--- config.mk ---
export PLATFORM = sky130hd
export DESIGN_NAME = shared_res_arbiter
export DESIGN_NICKNAME = d
export VERILOG_FILES = /design/src/rtl/shared_res_arbiter.sv
export SDC_FILE = /design/constraint.sdc
export NUM_CORES = 1
export LEC_CHECK = 0
export ABC_CLOCK_PERIOD_IN_PS = 1900
export CORE_UTILIZATION = 39
export CTS_CLUSTER_SIZE = 30
export DETAILED_ROUTE_END_ITERATION = 10
export GPL_TIMING_DRIVEN = 0
export PLACE_DENSITY = 0.83
export SLEW_MARGIN = 20
export SYNTH_ARGS = -nofsm -noshare
export SYNTH_HDL_FRONTEND = slang
export SYNTH_SLANG_ARGS = --single-unit
export TNS_END_PERCENT = 50
--- constraint.sdc ---
create_clock -name clk -period 1.9 [get_ports clk]
set_clock_uncertainty 0.05 [all_clocks]
set_input_delay 0.38 -clock clk [delete_from_list [all_inputs] [get_ports clk]]
set_output_delay 0.38 -clock clk [all_outputs]
set_load 0.02 [all_outputs]
--- src/rtl/shared_res_arbiter.sv ---
// Round-robin arbiter in front of a shared fixed-latency incrementer.
// The winning operand is executed for LAT cycles, then returned through a valid/ready response.
module shared_res_arbiter #(
  parameter int N   = 4,
  parameter int W   = 8,
  parameter int LAT = 2,
  localparam int IW = (N > 1) ? $clog2(N) : 1
) (
  input  logic           clk,
  input  logic           rst,
  input  logic [N-1:0]   req,
  input  logic [N*W-1:0] req_data,
  output logic [N-1:0]   gnt,
  output logic           busy,
  output logic           rsp_valid,
  output logic [W-1:0]   rsp_data,
  output logic [IW-1:0]  rsp_id,
  input  logic           rsp_ready
);
  localparam int CW = (LAT > 1) ? $clog2(LAT) : 1;

  typedef enum logic [1:0] {IDLE, EXEC, RESP} state_t;
  state_t state, state_nxt;

  logic [IW-1:0] ptr;
  logic [CW-1:0] cnt;
  logic [IW-1:0] win_sel;
  logic [IW-1:0] cand;
  logic          found;
  logic          grant;
  logic          exec_done;
  logic          hshk;
  int            idx;
  logic [W-1:0]  data_arr [N];
  logic [W-1:0]  op_p0;
  logic [IW-1:0] win_p0;

  function automatic logic [W-1:0] inc_wrap(input logic [W-1:0] x);
    return x + W'(1);
  endfunction

  function automatic logic [IW-1:0] next_idx(input logic [IW-1:0] i);
    return (int'(i) == N - 1) ? '0 : i + IW'(1);
  endfunction

  always_comb begin
    for (int i = 0; i < N; i++) data_arr[i] = req_data[i*W +: W];
  end

  // Search upward from ptr, wrapping N-1 -> 0; first set request wins
  always_comb begin
    found   = 1'b0;
    win_sel = '0;
    idx     = 0;
    cand    = '0;
    for (int k = 0; k < N; k++) begin
      idx = int'(ptr) + k;
      if (idx >= N) idx = idx - N;
      cand = IW'(idx);
      if (!found && req[cand]) begin
        found   = 1'b1;
        win_sel = cand;
      end
    end
  end

  assign grant     = (state == IDLE) && !rst && found;
  assign exec_done = (state == EXEC) && (cnt == '0);
  assign hshk      = (state == RESP) && rsp_ready;
  assign busy      = (state != IDLE);
  assign rsp_valid = (state == RESP);

  always_comb begin
    state_nxt = state;
    gnt       = '0;
    case (state)
      IDLE: begin
        if (grant) begin
          state_nxt    = EXEC;
          gnt[win_sel] = 1'b1;
        end
      end
      EXEC:    if (cnt == '0) state_nxt = RESP;
      RESP:    if (rsp_ready) state_nxt = IDLE;
      default: state_nxt = IDLE;
    endcase
  end

  always_ff @(posedge clk) begin
    if (rst) begin
      state    <= IDLE;
      ptr      <= '0;
      cnt      <= '0;
      rsp_data <= '0;
      rsp_id   <= '0;
    end else begin
      state <= state_nxt;
      if (grant) cnt <= CW'(LAT - 1);
      else if ((state == EXEC) && (cnt != '0)) cnt <= cnt - CW'(1);
      if (hshk) ptr <= next_idx(win_p0);
      if (exec_done) begin
        rsp_data <= inc_wrap(op_p0);
        rsp_id   <= win_p0;
      end
    end
  end

  // Stage p0: operand and owner captured at the grant edge
  always_ff @(posedge clk) begin
    if (grant) begin
      op_p0  <= data_arr[win_sel];
      win_p0 <= win_sel;
    end
  end
endmodule

== After elaboration in Yosys (flattened, before gate mapping) ==
Index checks and enable logic that the tools add are counted.
Storage, ports and cells
  output and inout port bits: 16
  register bits: 25
  bits of input ports: 39
  word-level logic and storage cells: 87
Cells by class
  bitwise operators: 2
  reduce and logical (&&, ||, !) cells: 17
  muxes and demuxes: 34
  magnitude comparators: 11
  add/subtract/negate cells: 10
  eq/ne operators: 6
Operators by type and width (count)
  2-bit two-way mux: 12
  8-bit binary-select mux with 2-bit select: 1
  8-bit two-way mux: 2
  2-bit by 3-bit < comparator with 1-bit output, second input constant: 5
  3-bit >= comparator, second input constant: 4
  1-bit two-way mux: 11
  1-bit logical AND: 9
  8-bit by 1-bit adder with 8-bit output, second input constant: 1
  1-bit binary-select mux with 2-bit select: 4
  4-bit two-way mux: 2
  2-bit by 1-bit subtractor with 2-bit output, second input constant: 4
  2-bit by 2-bit adder with 3-bit output, second input constant: 2
  2-bit case mux with 3 select lines: 1
  2-bit by 1-bit equality test with 1-bit output, second input constant: 2
  1-bit zero test: 4
  2-bit != test, second input constant: 2
  2-bit nonzero test: 2
  2-bit by 1-bit adder with 3-bit output, second input constant: 1
  2-bit by 3-bit >= comparator with 1-bit output, second input constant: 1
  2-bit inverter with 3-bit output: 1
  3-bit AND reduction: 1
  2-bit by 1-bit adder with 2-bit output, second input constant: 1
  1-bit demux with 2-bit select: 1
  2-bit equality test, second input constant: 1
  5 further kinds: 5

== Logic depth before layout (Yosys ltp) ==
Gate-level depths: netlist of the first run.
  depth in word-level cells: 20
  gate-level depth with buffers: 7

== Least setup slack after synthesis of the first run ==
No wires, ideal clock.
  path type: in2out
  start: input req[0]
  end: output gnt[2]
  data required time: 1.470 ns
  stages on the path: 6
  arrival: 1.579 ns
  slack: -0.109 ns
  buffers on the path: 2
  path through: a21oi_1 > o21ai_1 > o2bb2a_1 > buf_2 > buf_6 > nor3b_1
Between the ends
  longest elaborated chain between the ends: 18
RTL lines
  start: declaration: line 11  | input logic [N-1:0] req,
  1-bit binary-select mux with 2-bit select: line 60  | if (!found && req[cand]) begin
  1-bit two-way mux (implied by the code): line 60
  1-bit two-way mux: line 60
  1-bit zero test: line 60
  1-bit logical AND: line 60
  1-bit two-way mux: line 60
  1-bit zero test: line 60
  1-bit logical AND: line 60
  [3 not listed]
  2-bit two-way mux (*): line 60
  net win_sel[1]: line 27  | logic [IW-1:0] win_sel;
  2-bit by 3-bit < comparator with 1-bit output (implied by the code) or 2-bit by 1-bit >= comparator with 1-bit output (tied branches): line 80  | gnt[win_sel] = 1'b1;
  1-bit logical AND (implied by the code): line 80
  1-bit two-way mux (implied by the code): line 80
  1-bit demux with 2-bit select (*): line 80
  4-bit two-way mux (*): line 78  | if (grant) begin
  4-bit two-way mux (*): line 76  | case (state)
  end: declaration: line 13  | output logic [N-1:0] gnt,
The timed path passes the listed nets; every way through them passes the cells marked *. The select of a mux whose other input is x is not followed.

== Final worst setup path of the first run ==
  start: register ptr[1]
  end: output gnt[1]
Between the ends
  longest elaborated chain between the ends: 20
RTL lines
  start: declaration: line 25  | logic [IW-1:0] ptr;
  start signal: assignment: line 100  | if (hshk) ptr <= next_idx(win_p0);
  parallel branches: the longest is 13 deep, another holds 2-bit by 1-bit adder with 3-bit output
  2-bit two-way mux (*): line 60
  net win_sel[0]: line 27
  2-bit by 3-bit < comparator with 1-bit output (implied by the code) or 2-bit by 1-bit >= comparator with 1-bit output (tied branches): line 80
  1-bit logical AND (implied by the code): line 80
  1-bit two-way mux (implied by the code): line 80
  1-bit demux with 2-bit select (*): line 80
  4-bit two-way mux (*): line 78
  4-bit two-way mux (*): line 76
Mark *: on every way through the listed nets, which the timed path passes. The select of a mux whose other input is x is not followed.

==> run summary, run 1 <==
CTS
----------------------------------------------------------------------------------------------------
CTS buffer count ......................................................................            3
Clock tree from TritonCTS .............................................................        built
CTS Buffer Depth ......................................................................            2
CTS H-tree depth ......................................................................            1
Clock-pin slew reported for the worst setup and hold paths after clock tree synthesis .      0.13 ns
Hold_buf cts ..........................................................................            0
Clk Tree Root Cell ....................................................................     clkbuf_4
Count of clock tree sinks .............................................................           25
Clk_lat worst skew ....................................................................      0.31 ns

PLACED DESIGN
----------------------------------------------------------------------------------------------------
IO buf count ..........................................................................           54
Routability-driven placement congestion ratio .........................................       0.7490
Dpl hpwl ..............................................................................      2288 um

CELLS AND AREA
----------------------------------------------------------------------------------------------------
Layout cells sized above 1 ............................................................       0.1667
Total inserted antenna cells ..........................................................            0
Layout net count ......................................................................          234
Number of inserted filler cells in the final layout ...................................          286
Area Overhead vs Synth ................................................................       51.33%

TIMING
----------------------------------------------------------------------------------------------------
Total count of max-transition violations in the final report ..........................            0
Relative slew margins .................................................................       0.6972
Post-layout minimum cycle time ........................................................     2.181 ns
Final count of negative-setup-slack endpoints .........................................            4
Transition time of the tightest slew-check pin ........................................    0.4542 ns
Share of the cycle needed by the critical path after routing ..........................        1.148
RSZ-0062 raised after global routing ..................................................          yes
Hold violation count in the final report ..............................................            0
Final TNS setup .......................................................................   -0.9617 ns
Slack of the critical path ............................................................   -0.2812 ns
Top achievable clock speed ............................................................    458.5 MHz

SETUP PATH
----------------------------------------------------------------------------------------------------
Top fanout value on the critical path .................................................            4
Critical Path Sink Type ............................................................... primary output
Type of the worst setup path ..........................................................      reg2out
Required arrival time at the worst endpoint ...........................................      1.47 ns
Cells along the critical path ......................................................... mux2_4 -> a221oi_4 -> buf_8 -> nand2_2 -> nor2_2 -> buf_6
Slowest stage delay, CP ...............................................................      0.39 ns
Arrival time reported for the critical path endpoint ..................................      1.75 ns
CP Launch Type ........................................................................    flip-flop
Crit path max-delay cell type .........................................................      dfxtp_4

DETAILED ROUTING
----------------------------------------------------------------------------------------------------
Total routed wirelength ...............................................................      2798 um
Number of vias per cell after detailed routing ........................................        4.828
Antenna Nets Post-Route ...............................................................            0
Initial DRC Count .....................................................................           18
Number of search-and-repair iterations in the first detailed-routing pass .............            4
Via count of the routed design ........................................................         1149
Detailed-route DRC error count ........................................................            0
Routed WL per cell ....................................................................     11.76 um

SYNTH
----------------------------------------------------------------------------------------------------
Portion of synthesized cell area occupied by the leading cell type ....................       0.2200
Post-synth net total ..................................................................          171
Total of warnings raised by yosys .....................................................            0
Sequential area share after synthesis .................................................       0.4400
Synthesized area divided by synthesized cell count ....................................    10.50 um2
Predominant post-synthesis flop cell ..................................................      dfxtp_1
Synth Cell Area .......................................................................     1365 um2
Post-synth EDFFs ......................................................................           10
Biggest area contributors in the synthesized netlist .................................. dfxtp_1, edfxtp_1, mux2i_1
Cells after Synth .....................................................................          130
Post-synth top area cell ..............................................................      dfxtp_1
Number of distinct library cell variants in the gate-level netlist after synthesis ....           29
Count of state elements after synthesis ...............................................           25
Async SR Flop Fraction ................................................................            0

PWR
----------------------------------------------------------------------------------------------------
Cell leakage power ....................................................................    0.7769 nW
Switching share of power ..............................................................       0.2929
Switching power of the nets ...........................................................     392.6 uW
Clock Power Share .....................................................................        0.171
Gate power share ......................................................................        0.333
Overall power of the completed layout .................................................     1.341 mW
Internal power of the cells ...........................................................     948.0 uW
Cell area power density ............................................................... 649.0 nW/um2
Maximum vdd ir drop ...................................................................    0.2742 mV
Relative contribution of sequential cells to total power ..............................        0.496

DIE
----------------------------------------------------------------------------------------------------
Rows ..................................................................................           21
Die extent in x .......................................................................     61.16 um
Chip height ...........................................................................     61.16 um
Die area ..............................................................................     3741 um2
Initial standard-cell utilization of the core .........................................       0.4091
Core region area ......................................................................     3337 um2
I/O pin total .........................................................................           55

GLOBAL ROUTING
----------------------------------------------------------------------------------------------------
Maximum number of pins on one net before global-route repair ..........................           15
Total GRT Usage .......................................................................       0.1633
Met3 GRT Util .........................................................................      0.01891
Via count of the first global-routing pass ............................................         1094
Met1 demand-to-capacity share in global routing .......................................       0.1934
Routing usage on met2 .................................................................       0.3028
Most Crowded Layer GR .................................................................         met2
Wire length of the first global-routing pass ..........................................      4498 um
Initial antenna violation count .......................................................            0
Aggregate global routing overflow .....................................................            0

STATUS
----------------------------------------------------------------------------------------------------
Status ................................................................................ complete, but fails checks
Violated checks ....................................................................... setup timing

FLOW RUN
----------------------------------------------------------------------------------------------------
MaxCap Viol Count .....................................................................            0

MIN PATH
----------------------------------------------------------------------------------------------------
HP Class ..............................................................................       in2reg

## cell type report
cell class / count / area (um2) / share of cell area
clock inverters: 1 / 5.005 / 0.002423
repair buffers: 59 / 566.8 / 0.2744
flip-flops and latches: 25 / 605.6 / 0.2932
multi-input cells: 94 / 729.5 / 0.3531
well taps: 46 / 57.56 / 0.02786
clock buffers: 3 / 22.52 / 0.01090
plain buffers: 6 / 60.06 / 0.02907
inverters: 4 / 18.77 / 0.009085
## worst paths after layout
| kind | endpoint | cells after the start | from | slack (ns) |
|---|---|---|---|---|
| hold / removal | rsp_data[0]$_SDFFE_PP0P_ | 2 | rst | 0.46 |
| hold reg to reg | rsp_data[6]$_SDFFE_PP0P_ | 2 | rsp_data[6]$_SDFFE_PP0P_ | 0.46 |
| setup reg to reg | op_p0[6]$_DFFE_PN_ | 5 | ptr[1]$_SDFFE_PP0P_ | 0.12 |
| setup / recovery | gnt[1] | 6 | ptr[1]$_SDFFE_PP0P_ | -0.28 |
## per-layer routing
metal	share of wire	wire length [um]
met1	0.43	1197
met2	0.51	1432
met3	0.047	132
met4	0.013	36
met5	0	0
## critical path: cells and delay by family, from the launching register on
family,cells,cell delay [ns]
AO/OA/AOI/OAI,1,0.33
buffers and inverters,2,0.28
flip-flops,1,0.39
multiplexers,1,0.31
AND/OR/NAND/NOR,2,0.13
## sequential cells by signal, indices dropped and copies added (netlist names)
| register | count |
|---|---|
| cnt | 1 |
| op_p0 | 8 |
| ptr | 2 |
| rsp_data | 8 |
| rsp_id | 2 |
| state | 2 |
| win_p0 | 2 |
## cell families (layout without fill, tap and decap cells)
kind of cell | count (synthesis) | after routing | share of synthesized area
AND/OR/NAND/NOR | 41 | 41 | 0.1439
multiplexers | 28 | 28 | 0.2090
flip-flops | 25 | 25 | 0.4400
AO/OA/AOI/OAI | 17 | 17 | 0.09441
buffers and inverters | 11 | 73 | 0.05590
XOR/XNOR | 6 | 6 | 0.03850
adder cells (fa/ha/maj) | 2 | 2 | 0.01833
## power by group through the flow
| stage | Clock [mW] | Sequential (mW) | Combinational [mW] |
|---|---|---|---|
| global placement | 0 | 0.674 | 0.423 |
| detailed placement | 0 | 0.678 | 0.432 |
| global route | 0.251 | 0.673 | 0.486 |
| floorplan | 0 | 0.700 | 0.216 |
| finish | 0.230 | 0.665 | 0.446 |
| CTS | 0.230 | 0.665 | 0.446 |
## repair_timing
action | CTS | global route
setup buffers | 4 | 1
gates resized for setup | 41 | 1
endpoints found under the setup margin | 24 | 4
pin swaps | 2 | 1
## placed cells by master (no fill, tap or decap), types with 2 or more instances in the layout
cell type / count
nor3_1: 3
clkbuf_4: 3
mux2i_1: 27
xor2_1: 5
nor2_1: 16
ha_1: 2
dlygate4sd2_1: 5
inv_1: 3
a211oi_1: 7
nand3_1: 6
nor2b_1: 3
dfxtp_1: 13
edfxtp_1: 10
and3_1: 3
a21oi_1: 7
buf_8: 2
clkdlybuf4s50_1: 43
buf_4: 10
nand2_1: 3
buf_6: 2
## through the flow
step	std cells	worst slack [ns]	util	instance area, um2	hold slack, ns
after floorplan	130	-0.06149	-	1375	0.4028
after global placement	230	-1.257	0.5913	1973	0.4286
after detailed placement	230	-1.298	0.5913	1973	0.4405
after CTS	237	-0.2752	0.6164	2057	0.4600
after global routing	238	-0.3432	0.6190	2066	0.4661
final	238	-0.2812	0.6190	2066	0.4598
## cells in the mapped netlist (all sizes together), types with 2 or more instances
cell type / n
nor2: 17
xor2: 5
nand2: 4
nor3: 4
and3: 3
buf: 6
mux2i: 27
edfxtp: 10
inv: 4
ha: 2
a211oi: 7
nand3: 6
a21oi: 7
nor2b: 3
dfxtp: 15
Power figures use the tool's default switching activity.
==> run 2, diff against run 1 <==
- TNS_END_PERCENT: 50 -> default
==> run summary, run 2 (same netlist as run 1, synthesis figures left out) <==
STATUS
----------------------------------------------------------------------------------------------------
Status ................................................................................ complete, but fails checks
Violated checks ....................................................................... setup timing

CELLS AND AREA
----------------------------------------------------------------------------------------------------
Layout net count ......................................................................          240   +2.6%
Number of inserted filler cells in the final layout ...................................          276   -3.5%
Most frequent cells in the layout ..................................................... clkdlybuf4s50_1, mux2i_1, nor2_1
Top Registers ......................................................................... op_p0 x8, rsp_data x8
Layout cells sized above 1 ............................................................       0.2121   +0.04545
Total non-filler cell area in the finished layout .....................................     2150 um2   +4.1%
Total inserted antenna cells ..........................................................            0   unchanged
Commonest non-fill, non-tap cell in the layout ........................................ clkdlybuf4s50_1
Area Overhead vs Synth ................................................................       57.47%

GLOBAL ROUTING
----------------------------------------------------------------------------------------------------
Initial antenna violation count .......................................................            0   unchanged
Wire length of the first global-routing pass ..........................................      4802 um   +6.8%
Via count of the first global-routing pass ............................................         1142   +4.4%
Aggregate global routing overflow .....................................................            0   unchanged
Maximum number of pins on one net before global-route repair ..........................           16   +1
Total GRT Usage .......................................................................       0.1775   +0.01412

CTS
----------------------------------------------------------------------------------------------------
Count of clock tree sinks .............................................................           25   unchanged
CTS H-tree depth ......................................................................            1   unchanged
Clock tree from TritonCTS .............................................................        built
Clk_lat worst skew ....................................................................      0.33 ns   +0.02 ns
Clk Tree Root Cell ....................................................................     clkbuf_4
Clock-pin slew reported for the worst setup and hold paths after clock tree synthesis .      0.13 ns   about the same
CTS buffer count ......................................................................            3   unchanged
Hold_buf cts ..........................................................................            0   unchanged
CTS Buffer Depth ......................................................................            2   unchanged

PWR
----------------------------------------------------------------------------------------------------
Internal power of the cells ...........................................................     971.1 uW   +2.4%
Cell area power density ............................................................... 647.0 nW/um2   -0.30%
Overall power of the completed layout .................................................     1.391 mW   +3.7%
Clock Power Share .....................................................................        0.175   +0.004
Switching power of the nets ...........................................................     419.6 uW   +6.9%
Switching share of power ..............................................................       0.3017   +0.008830
Gate power share ......................................................................        0.349   +0.016
Cell leakage power ....................................................................    0.8202 nW   +5.6%
Maximum vdd ir drop ...................................................................    0.2453 mV   -11%
Relative contribution of sequential cells to total power ..............................        0.476   -0.020

SETUP PATH
----------------------------------------------------------------------------------------------------
Worst Reg-to-Reg Cells ................................................................            5   unchanged
Bufs and invs on worst path ...........................................................            2   unchanged
Crit path max-delay cell type .........................................................      dfxtp_4
Type of the worst setup path ..........................................................      reg2out
Cells along the critical path ......................................................... mux2_4 -> a221oi_4 -> buf_4 -> and3_4 -> buf_6
Largest delay share family, worst path ................................................   flip-flops
Critical Path Sink Type ............................................................... primary output
Arrival time reported for the critical path endpoint ..................................      1.84 ns   +0.09 ns
Slowest stage delay, CP ...............................................................      0.39 ns   about the same
Top fanout value on the critical path .................................................            4   unchanged
WP depth ..............................................................................            5   -1
Required arrival time at the worst endpoint ...........................................      1.47 ns   about the same
CP Launch Type ........................................................................    flip-flop

TIMING
----------------------------------------------------------------------------------------------------
Final TNS setup .......................................................................    -1.365 ns   -0.4030 ns
Transition time of the tightest slew-check pin ........................................    0.4390 ns   -0.01521 ns
Top achievable clock speed ............................................................    440.7 MHz   -3.9%
Share of the cycle needed by the critical path after routing ..........................        1.194   +0.04619
Hold violation count in the final report ..............................................            0   unchanged
Final count of negative-setup-slack endpoints .........................................            4   unchanged
Slack of the critical path ............................................................   -0.3690 ns   -0.08777 ns
Post-layout minimum cycle time ........................................................     2.269 ns   +0.08777 ns
Relative slew margins .................................................................       0.7074   +0.01014
Total count of max-transition violations in the final report ..........................            0   unchanged
RSZ-0062 raised after global routing ..................................................          yes

DETAILED ROUTING
----------------------------------------------------------------------------------------------------
Routed WL per cell ....................................................................     12.21 um   +3.9%
Number of vias per cell after detailed routing ........................................        4.811   -0.34%
Number of search-and-repair iterations in the first detailed-routing pass .............            4   unchanged
Initial DRC Count .....................................................................           16   -2
Antenna Nets Post-Route ...............................................................            0   unchanged
Via count of the routed design ........................................................         1174   +2.2%
Total routed wirelength ...............................................................      2979 um   +6.5%
Detailed-route DRC error count ........................................................            0   unchanged

FLOW RUN
----------------------------------------------------------------------------------------------------
MaxCap Viol Count .....................................................................            0   unchanged

MIN PATH
----------------------------------------------------------------------------------------------------
HP Class ..............................................................................       in2reg
Number of cells on the worst hold path ................................................            2   unchanged

PLACED DESIGN
----------------------------------------------------------------------------------------------------
Routability-driven placement congestion ratio .........................................       0.7507   +0.23%
Standard cell area after detailed placement ...........................................     1979 um2   +0.32%
Setup slack after placement ...........................................................    -1.225 ns   +0.07354 ns
IO buf count ..........................................................................           54   unchanged
Dpl hpwl ..............................................................................      2306 um   +0.80%

DIE
----------------------------------------------------------------------------------------------------
Chip height ...........................................................................     61.16 um   unchanged
Die extent in x .......................................................................     61.16 um   unchanged
Die area ..............................................................................     3741 um2   unchanged
Initial standard-cell utilization of the core .........................................       0.4091   unchanged
Rows ..................................................................................           21   unchanged
I/O pin total .........................................................................           55   unchanged
Core region area ......................................................................     3337 um2   unchanged

run 2: worst paths after layout:
check,startpoint,to,slack (ns)
worst min-delay path,rst,rsp_data[2]$_SDFFE_PP0P_,0.43
worst max register to register,ptr[1]$_SDFFE_PP0P_,op_p0[6]$_DFFE_PN_,0.12
worst max-delay path,ptr[1]$_SDFFE_PP0P_,gnt[3],-0.37
worst min register to register,ptr[1]$_SDFFE_PP0P_,ptr[1]$_SDFFE_PP0P_,0.46
run 2: power groups by stage:
stage                     registers, mW  logic [mW]  clock network [mW]
after floorplan                   0.700       0.218                   0
after global placement            0.674       0.425                   0
after detailed placement          0.678       0.437                   0
after CTS                         0.663       0.470               0.249
after global routing              0.672       0.525               0.262
final                             0.662       0.485               0.243
run 2: final cells by class:
class	count	area [um2]	share of cell area
Sequential cell	25	606.8	0.2823
Buffer	6	60.06	0.02794
Inverter	4	22.52	0.01048
Clock inverter	1	7.507	0.003492
Tap cell	46	57.56	0.02678
Timing Repair Buffer	65	624.3	0.2905
Multi-Input combinational cell	94	748.2	0.3481
Clock buffer	3	22.52	0.01048
run 2: timing repair:
item                                    in CTS  in global routing
setup buffers                               10                  1
pin swaps                                    4                  1
endpoints found under the setup margin      13                 10
gates resized for setup                     40                 11
run 2: layer usage:
layer | part of all wire | up-vias | GRT usage
met3 | 0.052 | 5 | 0.02521
met5 | 0 | - | 0
met4 | 0.019 | 0 | 0.09416
met2 | 0.51 | 52 | 0.3292
li1 | - | 604 | -
met1 | 0.41 | 513 | 0.1944
run 2: per-stage QoR:
step / hold WS, ns / utilization / instances
3_5_place_dp: 0.4361 / 0.5932 / 230
6_report: 0.4298 / 0.6442 / 244
2_1_floorplan: 0.4028 / - / 130
5_1_grt: 0.4442 / 0.6442 / 244
4_1_cts: 0.4239 / 0.6318 / 244
3_3_place_gp: 0.4284 / 0.5932 / 230
